$ cat src/rtl/risc_ctrl_pkg.sv
// risc_ctrl_pkg
// Shared definitions for the 8-bit RISC control path: opcodes, ALU operation
// encodings (also consumed by the ALU), FSM state encoding and instruction
// field bit positions.
// Build option: STEP_DEBUG_EN adds the PAUSE state used for single-stepping.
package risc_ctrl_pkg;

    localparam int INSTR_W   = 16;
    localparam int IMM_W     = 8;
    localparam int REG_SEL_W = 3;
    localparam int ALU_OP_W  = 3;

    // Instruction field positions: op | rd | rs1 | rs2 | xxx, imm overlays [7:0]
    localparam int FLD_OP_MSB  = 15;
    localparam int FLD_OP_LSB  = 12;
    localparam int FLD_RD_MSB  = 11;
    localparam int FLD_RD_LSB  = 9;
    localparam int FLD_RS1_MSB = 8;
    localparam int FLD_RS1_LSB = 6;
    localparam int FLD_RS2_MSB = 5;
    localparam int FLD_RS2_LSB = 3;
    localparam int FLD_IMM_MSB = 7;
    localparam int FLD_IMM_LSB = 0;

    // Opcodes
    localparam logic [3:0] OP_ADD  = 4'h0;
    localparam logic [3:0] OP_SUB  = 4'h1;
    localparam logic [3:0] OP_AND  = 4'h2;
    localparam logic [3:0] OP_OR   = 4'h3;
    localparam logic [3:0] OP_NOT  = 4'h4;
    localparam logic [3:0] OP_LDI  = 4'h5;
    localparam logic [3:0] OP_JMP  = 4'h6;
    localparam logic [3:0] OP_NOP  = 4'hE;
    localparam logic [3:0] OP_HALT = 4'hF;

    // ALU operation encodings
    localparam logic [ALU_OP_W-1:0] ALU_ADD = 3'b000;
    localparam logic [ALU_OP_W-1:0] ALU_SUB = 3'b001;
    localparam logic [ALU_OP_W-1:0] ALU_AND = 3'b010;
    localparam logic [ALU_OP_W-1:0] ALU_OR  = 3'b011;
    localparam logic [ALU_OP_W-1:0] ALU_NOT = 3'b100;

    // Sequencer states
    typedef enum logic [2:0] {
        ST_IDLE      = 3'd0,
        ST_FETCH     = 3'd1,
        ST_DECODE    = 3'd2,
        ST_EXECUTE   = 3'd3,
        ST_WRITEBACK = 3'd4,
        ST_HALT      = 3'd5
`ifdef STEP_DEBUG_EN
        ,
        ST_PAUSE     = 3'd6
`endif
    } state_t;

endpackage

$ cat src/rtl/risc_ctrl_decode.sv
// risc_ctrl_decode
// Combinational instruction decoder: IR -> register selects, ALU op,
// writeback source and instruction class flags.
// Ports:
//   ir             in   instruction register
//   dest_sel       out  rd field
//   src1_sel       out  rs1 field
//   src2_sel       out  rs2 field (forced to 0 for NOT)
//   alu_op         out  ALU operation (ADD for non-ALU instructions)
//   immediate      out  imm field
//   load_immediate out  LDI: writeback takes the immediate
//   is_alu         out  ADD/SUB/AND/OR/NOT
//   is_jmp         out  JMP
//   is_halt        out  HALT
//   is_illegal     out  undefined opcode (executes as NOP)
module risc_ctrl_decode
    import risc_ctrl_pkg::*;
(
    input  logic [INSTR_W-1:0]   ir,
    output logic [REG_SEL_W-1:0] dest_sel,
    output logic [REG_SEL_W-1:0] src1_sel,
    output logic [REG_SEL_W-1:0] src2_sel,
    output logic [ALU_OP_W-1:0]  alu_op,
    output logic [IMM_W-1:0]     immediate,
    output logic                 load_immediate,
    output logic                 is_alu,
    output logic                 is_jmp,
    output logic                 is_halt,
    output logic                 is_illegal
);

    logic [3:0] opcode;

    assign opcode    = ir[FLD_OP_MSB:FLD_OP_LSB];
    assign dest_sel  = ir[FLD_RD_MSB:FLD_RD_LSB];
    assign src1_sel  = ir[FLD_RS1_MSB:FLD_RS1_LSB];
    assign immediate = ir[FLD_IMM_MSB:FLD_IMM_LSB];

    always_comb begin
        src2_sel       = ir[FLD_RS2_MSB:FLD_RS2_LSB];
        alu_op         = ALU_ADD;
        load_immediate = 1'b0;
        is_alu         = 1'b0;
        is_jmp         = 1'b0;
        is_halt        = 1'b0;
        is_illegal     = 1'b0;
        case (opcode)
            OP_ADD: begin is_alu = 1'b1; alu_op = ALU_ADD; end
            OP_SUB: begin is_alu = 1'b1; alu_op = ALU_SUB; end
            OP_AND: begin is_alu = 1'b1; alu_op = ALU_AND; end
            OP_OR:  begin is_alu = 1'b1; alu_op = ALU_OR;  end
            OP_NOT: begin
                // NOT is unary; keep the second read port parked on r0
                is_alu   = 1'b1;
                alu_op   = ALU_NOT;
                src2_sel = '0;
            end
            OP_LDI:  load_immediate = 1'b1;
            OP_JMP:  is_jmp = 1'b1;
            OP_NOP:  ;
            OP_HALT: is_halt = 1'b1;
            default: is_illegal = 1'b1;
        endcase
    end

endmodule

$ cat src/rtl/risc_sequencer.sv
// risc_sequencer
// Multi-cycle control FSM for the 8-bit RISC datapath. Owns PC and IR,
// fetches from instruction memory and drives the register-file/ALU controls.
// Build option: STEP_DEBUG_EN adds the step input and a PAUSE state entered
// instead of FETCH after each instruction; a step pulse resumes for one.
//
// Fetch handshake: imem_req is held high for the whole FETCH state with
// imem_addr = PC; the first cycle in which imem_ack is high transfers
// imem_rdata into IR. imem_ack in any other state is ignored.
//
// Ports:
//   clk, rst                 clock (rising edge), async active-low reset
//   start                    pulse: leave IDLE and fetch from current PC
//   step                     (STEP_DEBUG_EN) pulse: leave PAUSE
//   imem_req/addr/ack/rdata  instruction fetch interface
//   current_instruction      IR
//   program_counter_out      PC
//   alu_op, *_reg_sel        datapath controls decoded from IR
//   immediate_data           IR[7:0]
//   load_immediate           writeback source is immediate_data
//   reg_write_enable         one-cycle register write strobe in WRITEBACK
//   busy, halted             status
//   illegal_op               sticky undefined-opcode flag
//   state_dbg                current FSM state encoding
module risc_sequencer
    import risc_ctrl_pkg::*;
#(
    parameter int PC_WIDTH    = 8,
    parameter int INSTR_WIDTH = 16   // fixed by the instruction format
) (
    input  logic                   clk,
    input  logic                   rst,
    input  logic                   start,
`ifdef STEP_DEBUG_EN
    input  logic                   step,
`endif
    output logic                   imem_req,
    output logic [PC_WIDTH-1:0]    imem_addr,
    input  logic                   imem_ack,
    input  logic [INSTR_WIDTH-1:0] imem_rdata,
    output logic [INSTR_WIDTH-1:0] current_instruction,
    output logic [PC_WIDTH-1:0]    program_counter_out,
    output logic [2:0]             alu_op,
    output logic [2:0]             dest_reg_sel,
    output logic [2:0]             src_reg1_sel,
    output logic [2:0]             src_reg2_sel,
    output logic [7:0]             immediate_data,
    output logic                   load_immediate,
    output logic                   reg_write_enable,
    output logic                   busy,
    output logic                   halted,
    output logic                   illegal_op,
    output logic [2:0]             state_dbg
);

`ifdef STEP_DEBUG_EN
    localparam state_t ST_REFETCH = ST_PAUSE;
`else
    localparam state_t ST_REFETCH = ST_FETCH;
`endif

    state_t                   state;
    state_t                   state_next;
    logic                     busy_next;
    logic [PC_WIDTH-1:0]      pc;
    logic [INSTR_WIDTH-1:0]   ir;

    logic                     is_alu;
    logic                     is_jmp;
    logic                     is_halt;
    logic                     is_illegal;

    risc_ctrl_decode u_decode (
        .ir             (ir),
        .dest_sel       (dest_reg_sel),
        .src1_sel       (src_reg1_sel),
        .src2_sel       (src_reg2_sel),
        .alu_op         (alu_op),
        .immediate      (immediate_data),
        .load_immediate (load_immediate),
        .is_alu         (is_alu),
        .is_jmp         (is_jmp),
        .is_halt        (is_halt),
        .is_illegal     (is_illegal)
    );

    assign imem_addr           = pc;
    assign program_counter_out = pc;
    assign current_instruction = ir;
    assign state_dbg           = state;

    // Next-state logic; the registered status outputs are derived from it so
    // they change on the same edge as the state itself.
    always_comb begin
        state_next = state;
        case (state)
            ST_IDLE:      if (start) state_next = ST_FETCH;
            ST_FETCH:     if (imem_ack) state_next = ST_DECODE;
            ST_DECODE: begin
                if (is_alu)              state_next = ST_EXECUTE;
                else if (load_immediate) state_next = ST_WRITEBACK;
                else if (is_halt)        state_next = ST_HALT;
                else                     state_next = ST_REFETCH; // JMP, NOP, illegal
            end
            ST_EXECUTE:   state_next = ST_WRITEBACK;
            ST_WRITEBACK: state_next = ST_REFETCH;
            ST_HALT:      state_next = ST_HALT;
`ifdef STEP_DEBUG_EN
            ST_PAUSE:     if (step) state_next = ST_FETCH;
`endif
            default:      state_next = ST_IDLE;
        endcase

        busy_next = 1'b1;
        if (state_next == ST_IDLE || state_next == ST_HALT) busy_next = 1'b0;
`ifdef STEP_DEBUG_EN
        if (state_next == ST_PAUSE) busy_next = 1'b0;
`endif
    end

    // Asynchronous reset clears the strobes at once, so a write or fetch in
    // flight is abandoned without a partial register update.
    always_ff @(posedge clk or negedge rst) begin
        if (!rst) begin
            state            <= ST_IDLE;
            pc               <= '0;
            ir               <= '0;
            illegal_op       <= 1'b0;
            imem_req         <= 1'b0;
            reg_write_enable <= 1'b0;
            busy             <= 1'b0;
            halted           <= 1'b0;
        end else begin
            state            <= state_next;
            imem_req         <= (state_next == ST_FETCH);
            reg_write_enable <= (state_next == ST_WRITEBACK);
            halted           <= (state_next == ST_HALT);
            busy             <= busy_next;
            case (state)
                ST_FETCH: begin
                    if (imem_ack) ir <= imem_rdata;
                end
                ST_DECODE: begin
                    if (is_jmp)
                        pc <= PC_WIDTH'(immediate_data);
                    else if (!is_alu && !load_immediate && !is_halt)
                        pc <= pc + PC_WIDTH'(1);   // NOP / illegal
                    if (is_illegal) illegal_op <= 1'b1;
                end
                ST_WRITEBACK: pc <= pc + PC_WIDTH'(1);
                default: ;
            endcase
        end
    end

endmodule

$ cat config.mk
export PLATFORM = sky130hd
export DESIGN_NAME = risc_sequencer
export DESIGN_NICKNAME = d
export VERILOG_FILES = /design/src/rtl/risc_ctrl_pkg.sv /design/src/rtl/risc_ctrl_decode.sv /design/src/rtl/risc_sequencer.sv
export SDC_FILE = /design/constraint.sdc
export NUM_CORES = 1
export LEC_CHECK = 0
export CELL_PAD_IN_SITES_DETAIL_PLACEMENT = 0
export CELL_PAD_IN_SITES_GLOBAL_PLACEMENT = 2
export CORE_ASPECT_RATIO = 1.2
export CORE_MARGIN = 2
export CORE_UTILIZATION = 24
export CTS_CLUSTER_DIAMETER = 40
export DETAILED_ROUTE_END_ITERATION = 10
export PLACE_DENSITY_LB_ADDON = 0.1
export RECOVER_POWER = 25
export SLEW_MARGIN = 20
export SYNTH_ARGS = -nofsm -noshare
export SYNTH_HDL_FRONTEND = slang
export SYNTH_SLANG_ARGS = --single-unit
$ cat constraint.sdc
create_clock -name clk -period 2.1 [get_ports clk]
set_clock_uncertainty 0.1 [all_clocks]
set_input_delay 0.42 -clock clk [delete_from_list [all_inputs] [get_ports clk]]
set_output_delay 0.42 -clock clk [all_outputs]
set_load 0.01 [all_outputs]
Word-level counts from Yosys, hierarchy flattened. Cells that the tools add are included. Widths: inputs -> output; s select.

Register bits: 32. Logic and storage cells: 58.

Add/subtract/negate cells: 1. Equality and inequality tests: 17. Muxes and demuxes: 16. Bitwise operators: 1. Reduce and logical (&&, ||, !) cells: 15.

Operator list (count): $mux 3 (6); $pmux 3 s6 (1); $mux 8 (2); $pmux 8 s2 (1); $eq 3x3->1 const B (4); $eq 4x3->1 const B (3); $pmux 3 s4 (1); $reduce_or 9->1 (1); $add 8x1->8 const B (1); $eq 4x2->1 const B (2); $eq 4x4->1 const B (2); $eq 3x1->1 const B (2); $eq 3x2->1 const B (2); $logic_not 3->1 (2); $reduce_and 2->1 (3); $mux 1 (5); $reduce_or 5->1 (1); $eq 4x1->1 const B (1); $logic_not 4->1 (1); $logic_not 1->1 (3); $ne 3x3->1 const B (1); $logic_and 1x1->1 (2); $reduce_bool 2->1 (1); $logic_or 1x1->1 (1); $not 1->1 (1).

Depth between registers and ports, before layout.
Word-level depth: 9. Gate-level depth with buffers: 6. Mapped depth without buffers: 5.

Modules after synthesis. A second synthesis with hierarchy kept.

Cell total of the unflattened synthesis: 175. Area, all modules: 1838.0 um2.

Modules (own cells, without submodules): risc_sequencer (times used 1, cells an instance 145, area each 1605.3 um2, sequential area each 800.8 um2); risc_ctrl_decode (times used 1, cells an instance 30, area each 232.7 um2, sequential area each 0.0 um2).

Worst setup path before layout. OpenSTA, ideal clock, no wires.

Path type: register -> output. Start point: register ir[15] (netlist: current_instruction[15]). End point: output port src_reg2_sel[1]. Arrival time: 1322 ps. Data required time: 1580 ps. Slack: 258 ps. Cell stages (with the launch flop): 5. Path through: dfrtp_1 -> buf_2 -> nor3b_2 -> nor2b_1 -> nor2b_1.

Cells in the longest elaborated chain, start to end: 2.

Ends and longest elaborated chain: start: declaration (line risc_sequencer.sv:66) `logic [INSTR_WIDTH-1:0] ir;`; start signal: assignment (line risc_sequencer.sv:141) `if (imem_ack) ir <= imem_rdata;`; $eq 4x3->1 (line risc_ctrl_decode.sv:47) `case (opcode)`; $mux 3 (line risc_ctrl_decode.sv:47); end: declaration (line risc_sequencer.sv:46) `output logic [2:0] src_reg2_sel,`.

No other way between the ends.

Worst setup path after layout.
Start point: register ir[15] (netlist: current_instruction[15]). End point: output port load_immediate.

Cells in the longest elaborated chain, start to end: 2.

Ends and longest elaborated chain: $eq 4x3->1 (line risc_ctrl_decode.sv:47); $mux 1 (line risc_ctrl_decode.sv:47); end: declaration (line risc_sequencer.sv:48) `output logic load_immediate,`.

No other way between the ends.

==> results.sh <==
export IMPL_cts_hold_buffers_added=0
export IMPL_crit_arrival_ps=1450
export IMPL_worst_endpoint_required_ps=1580
export IMPL_dieArea_mm2=0.008099
export IMPL_die_h_um=98.19
export IMPL_vdd_drop_max_v=0.0006125
export IMPL_worst_slew_pin_transition_ps=839.8
export IMPL_clockRootBuffer="sky130_fd_sc_hd__clkbuf_8"
export IMPL_r2r_end="imem_addr[2]$_DFFE_PN0P_"
export IMPL_ys_async_rst_share_pct=100.0
export IMPL_ant_nets=0
export IMPL_vias=1484
export IMPL_post_route_drc_count=0
export IMPL_final_max_slew_violation_count=0
export IMPL_row_count=34
export IMPL_crit_fanout=10
export IMPL_seqCellArea_um2=802.0
export IMPL_r2r_slack_ps=350
export IMPL_htree_levels=2
export IMPL_timing_setup_tns_ps=0
export IMPL_synth_main_ff_cell="sky130_fd_sc_hd__dfrtp_1"
export IMPL_floorplan_io_pins=81
export IMPL_critical_path_endpoint="load_immediate"
export IMPL_fin_nets=258
export IMPL_portion_of_the_clock_cycle_consumed_by_the_worst_path_in_the_final_layout_pct=93.86
export IMPL_fmax_ghz=0.5073
export IMPL_area_overhead_of_the_layout_relative_to_synthesis_pct=50.28
export IMPL_post_drt_via_cell_ratio=4.538
export IMPL_synth_yosys_seq_area_share_pct=45.13
export IMPL_post_synth_top_area_cell="sky130_fd_sc_hd__dfrtp_1"
export IMPL_route_detailed_wl_per_inst_um=14.73
export IMPL_worstSetupStartpointType="flip-flop"
export IMPL_final_core_utilization_pct=37.09
export IMPL_post_synthesis_register_bit_count=32
export IMPL_final_critical_path_setup_slack_ps=129.0
export IMPL_cts_tree="done"
export IMPL_synth_nets=187
export IMPL_postRouteWirelength_mm=4.816
export IMPL_synth_top_cells_by_count="sky130_fd_sc_hd__dfrtp_1, sky130_fd_sc_hd__buf_4, sky130_fd_sc_hd__mux2_2, sky130_fd_sc_hd__nand2_1, sky130_fd_sc_hd__inv_1"
export IMPL_first_global_vias=1524
export IMPL_drtPass1Iterations=5
export IMPL_hpwlAfterDp_mm=3.702
export IMPL_global_route_wire_length_before_repair_mm=7.852
export IMPL_num_fill_cells=715
export IMPL_clkLatencyLatePin_ps=270
export IMPL_grt_overflow_total=0
export IMPL_synth_top_area_share_pct=45.13
export IMPL_p_leak_nw=1.141
export IMPL_groute_usage_overall_pct=12.68
export IMPL_syn_cell_area_mm2=0.001774
export IMPL_critPathKind="flip-flop to output pin"
export IMPL_final_count_of_hold_timing_violations=0
export IMPL_number_of_antenna_violations_at_the_first_check_in_global_routing=0
export IMPL_multi_input_comb_area_um2=737.0
export IMPL_critical_path_cell_chain="buf_4 > and4bb_2 > dlygate4sd2_1"
export IMPL_drt_first_iter_violations=63
export IMPL_core_region_area_mm2=0.007189
export IMPL_place_congestion=0.7252
export IMPL_clk_path_buf_depth=2
export IMPL_yosysUniqueCellTypes=43
export IMPL_setup_violations_final=0
export IMPL_period_needed_ps=1971
export IMPL_worst_setup_path_end_kind="output pin"
export IMPL_crit_path_max_incr_delay_ps=400
export IMPL_pwr_density_cell_mw_per_mm2=1636
export IMPL_post_route_cells_drive_above_1_share_pct=18.14
export IMPL_worst_r2r_cell_count=4
export IMPL_dp_slack_ps=71.84
export IMPL_yosysMostFrequentCell="sky130_fd_sc_hd__dfrtp_1"
export IMPL_netlist_top_cells_area="sky130_fd_sc_hd__dfrtp_1, sky130_fd_sc_hd__buf_4, sky130_fd_sc_hd__mux2_2"
export IMPL_min_delay_path_class="flip-flop to flip-flop"
export IMPL_initial_core_util_pct=24.68
export IMPL_netlist_instances=166
export IMPL_grt_max_degree=33
export IMPL_timing_rr_start="state_dbg[1]$_DFF_PN0_"
export IMPL_tritoncts_num_sinks=32
export IMPL_clkSlewWorstSetupHoldPaths_ps=60
export IMPL_max_cap_violations=0
export IMPL_synth_warnings=0
export IMPL_syn_area_per_cell_um2=10.69
export IMPL_synth_edf_count=0
export IMPL_antenna_cells_inserted=0
export IMPL_outcome="finished clean"
export IMPL_cts_made_buffers=5
export IMPL_critPathLaunch="current_instruction[15]$_DFFE_PN0P_"
export IMPL_numPortBuffers=80
export IMPL_max_slew_margin_rel_pct=44.01
export IMPL_rsz0062_at_grt="no"
export IMPL_critPathSlowestCell="sky130_fd_sc_hd__dfrtp_1"
export IMPL_dieWidth_um=82.49
==> layout by cell type, fill, tap and decap left out, types with 5 or more instances in the layout <==
cell,synthesis,layout
sky130_fd_sc_hd__dlygate4sd2_1,0,5
sky130_fd_sc_hd__dfrtp_1,32,31
sky130_fd_sc_hd__nor3b_1,5,5
sky130_fd_sc_hd__nand3_1,5,5
sky130_fd_sc_hd__inv_1,9,9
sky130_fd_sc_hd__clkdlybuf4s50_1,0,72
sky130_fd_sc_hd__mux2i_1,6,6
sky130_fd_sc_hd__mux2_2,13,13
sky130_fd_sc_hd__clkbuf_8,0,7
sky130_fd_sc_hd__buf_4,22,12
sky130_fd_sc_hd__nand2_1,11,11
sky130_fd_sc_hd__a21oi_1,8,8
==> cell type report <==
cell class	count	area share [%]
timing repair buffer	93	33.18
multi-input combinational	96	27.64
sequential	32	30.08
clock buffer	7	3.613
tap	90	4.223
inverter	9	1.267
==> flip-flops by register name, summed over array words and instances (netlist names) <==
signal	flops
busy	1
current_instruction	16
halted	1
illegal_op	1
imem_addr	8
imem_req	1
reg_write_enable	1
state_dbg	3
==> routing by layer <==
layer | GRT usage, % | routed length (µm) | vias up
met5 | 0 | 0 | -
met4 | 3.783 | 63 | 0
met3 | 3.974 | 287 | 6
met2 | 22.21 | 2640 | 43
met1 | 14.44 | 1824 | 734
li1 | - | - | 701
==> critical path: cells and delay by family, from the launching register on <==
kind	cells	cell delay [ps]
buffers and inverters	2	460
and+or+nand+nor	1	320
DFF	1	400
==> stage by stage <==
stage | cells | hold WS, ps | power (mW) | area [µm²]
after floorplan | 166 | 24.41 | 2.667 | 1774
after global placement | 316 | 360.6 | 3.862 | 2545
after detailed placement | 316 | 366.1 | 3.899 | 2545
after CTS | 324 | 381.0 | 4.406 | 2649
after global routing | 327 | 416.1 | 4.723 | 2666
final | 327 | 375.3 | 4.362 | 2666
==> worst min-delay path by stage <==
stage,startpoint,depth (start not counted),slack (ps),end
after floorplan,rst,0,20,busy$_DFF_PN0_
after global placement,illegal_op$_DFFE_PN0P_,1,360,illegal_op$_DFFE_PN0P_
after detailed placement,illegal_op$_DFFE_PN0P_,1,370,illegal_op$_DFFE_PN0P_
after CTS,illegal_op$_DFFE_PN0P_,1,380,illegal_op$_DFFE_PN0P_
after global routing,illegal_op$_DFFE_PN0P_,1,420,illegal_op$_DFFE_PN0P_
final,illegal_op$_DFFE_PN0P_,1,380,illegal_op$_DFFE_PN0P_
==> kinds of logic after synthesis <==
kind of cell	count (synthesis)	synth area share [%]
AO/OA/AOI/OAI	30	11.85
buffers and inverters	38	13.75
flip-flops	32	45.13
multiplexers	19	11.64
adder cells (fa/ha/maj)	1	0.7051
AND/OR/NAND/NOR	45	16.43
XOR/XNOR	1	0.4937
==> power by group <==
| part | internal [mW] | switching (mW) | total [mW] |
|---|---|---|---|
| logic | 1.51 | 1.07 | 2.59 |
| clock network | 0.292 | 0.211 | 0.502 |
| registers | 0.922 | 0.352 | 1.27 |
| total | 2.73 | 1.64 | 4.36 |
==> repair_timing <==
| action | 4_1_cts | 5_1_grt |
|---|---|---|
| endpoints found under the setup margin | 8 | 3 |
| gates cloned | 0 | 0 |
| resized for setup | 10 | 3 |
| hold endpoints to repair | 0 | 0 |
| pin swaps | 0 | 1 |
| buffers inserted | 1 | 3 |
(Power assumes the default switching activity.)
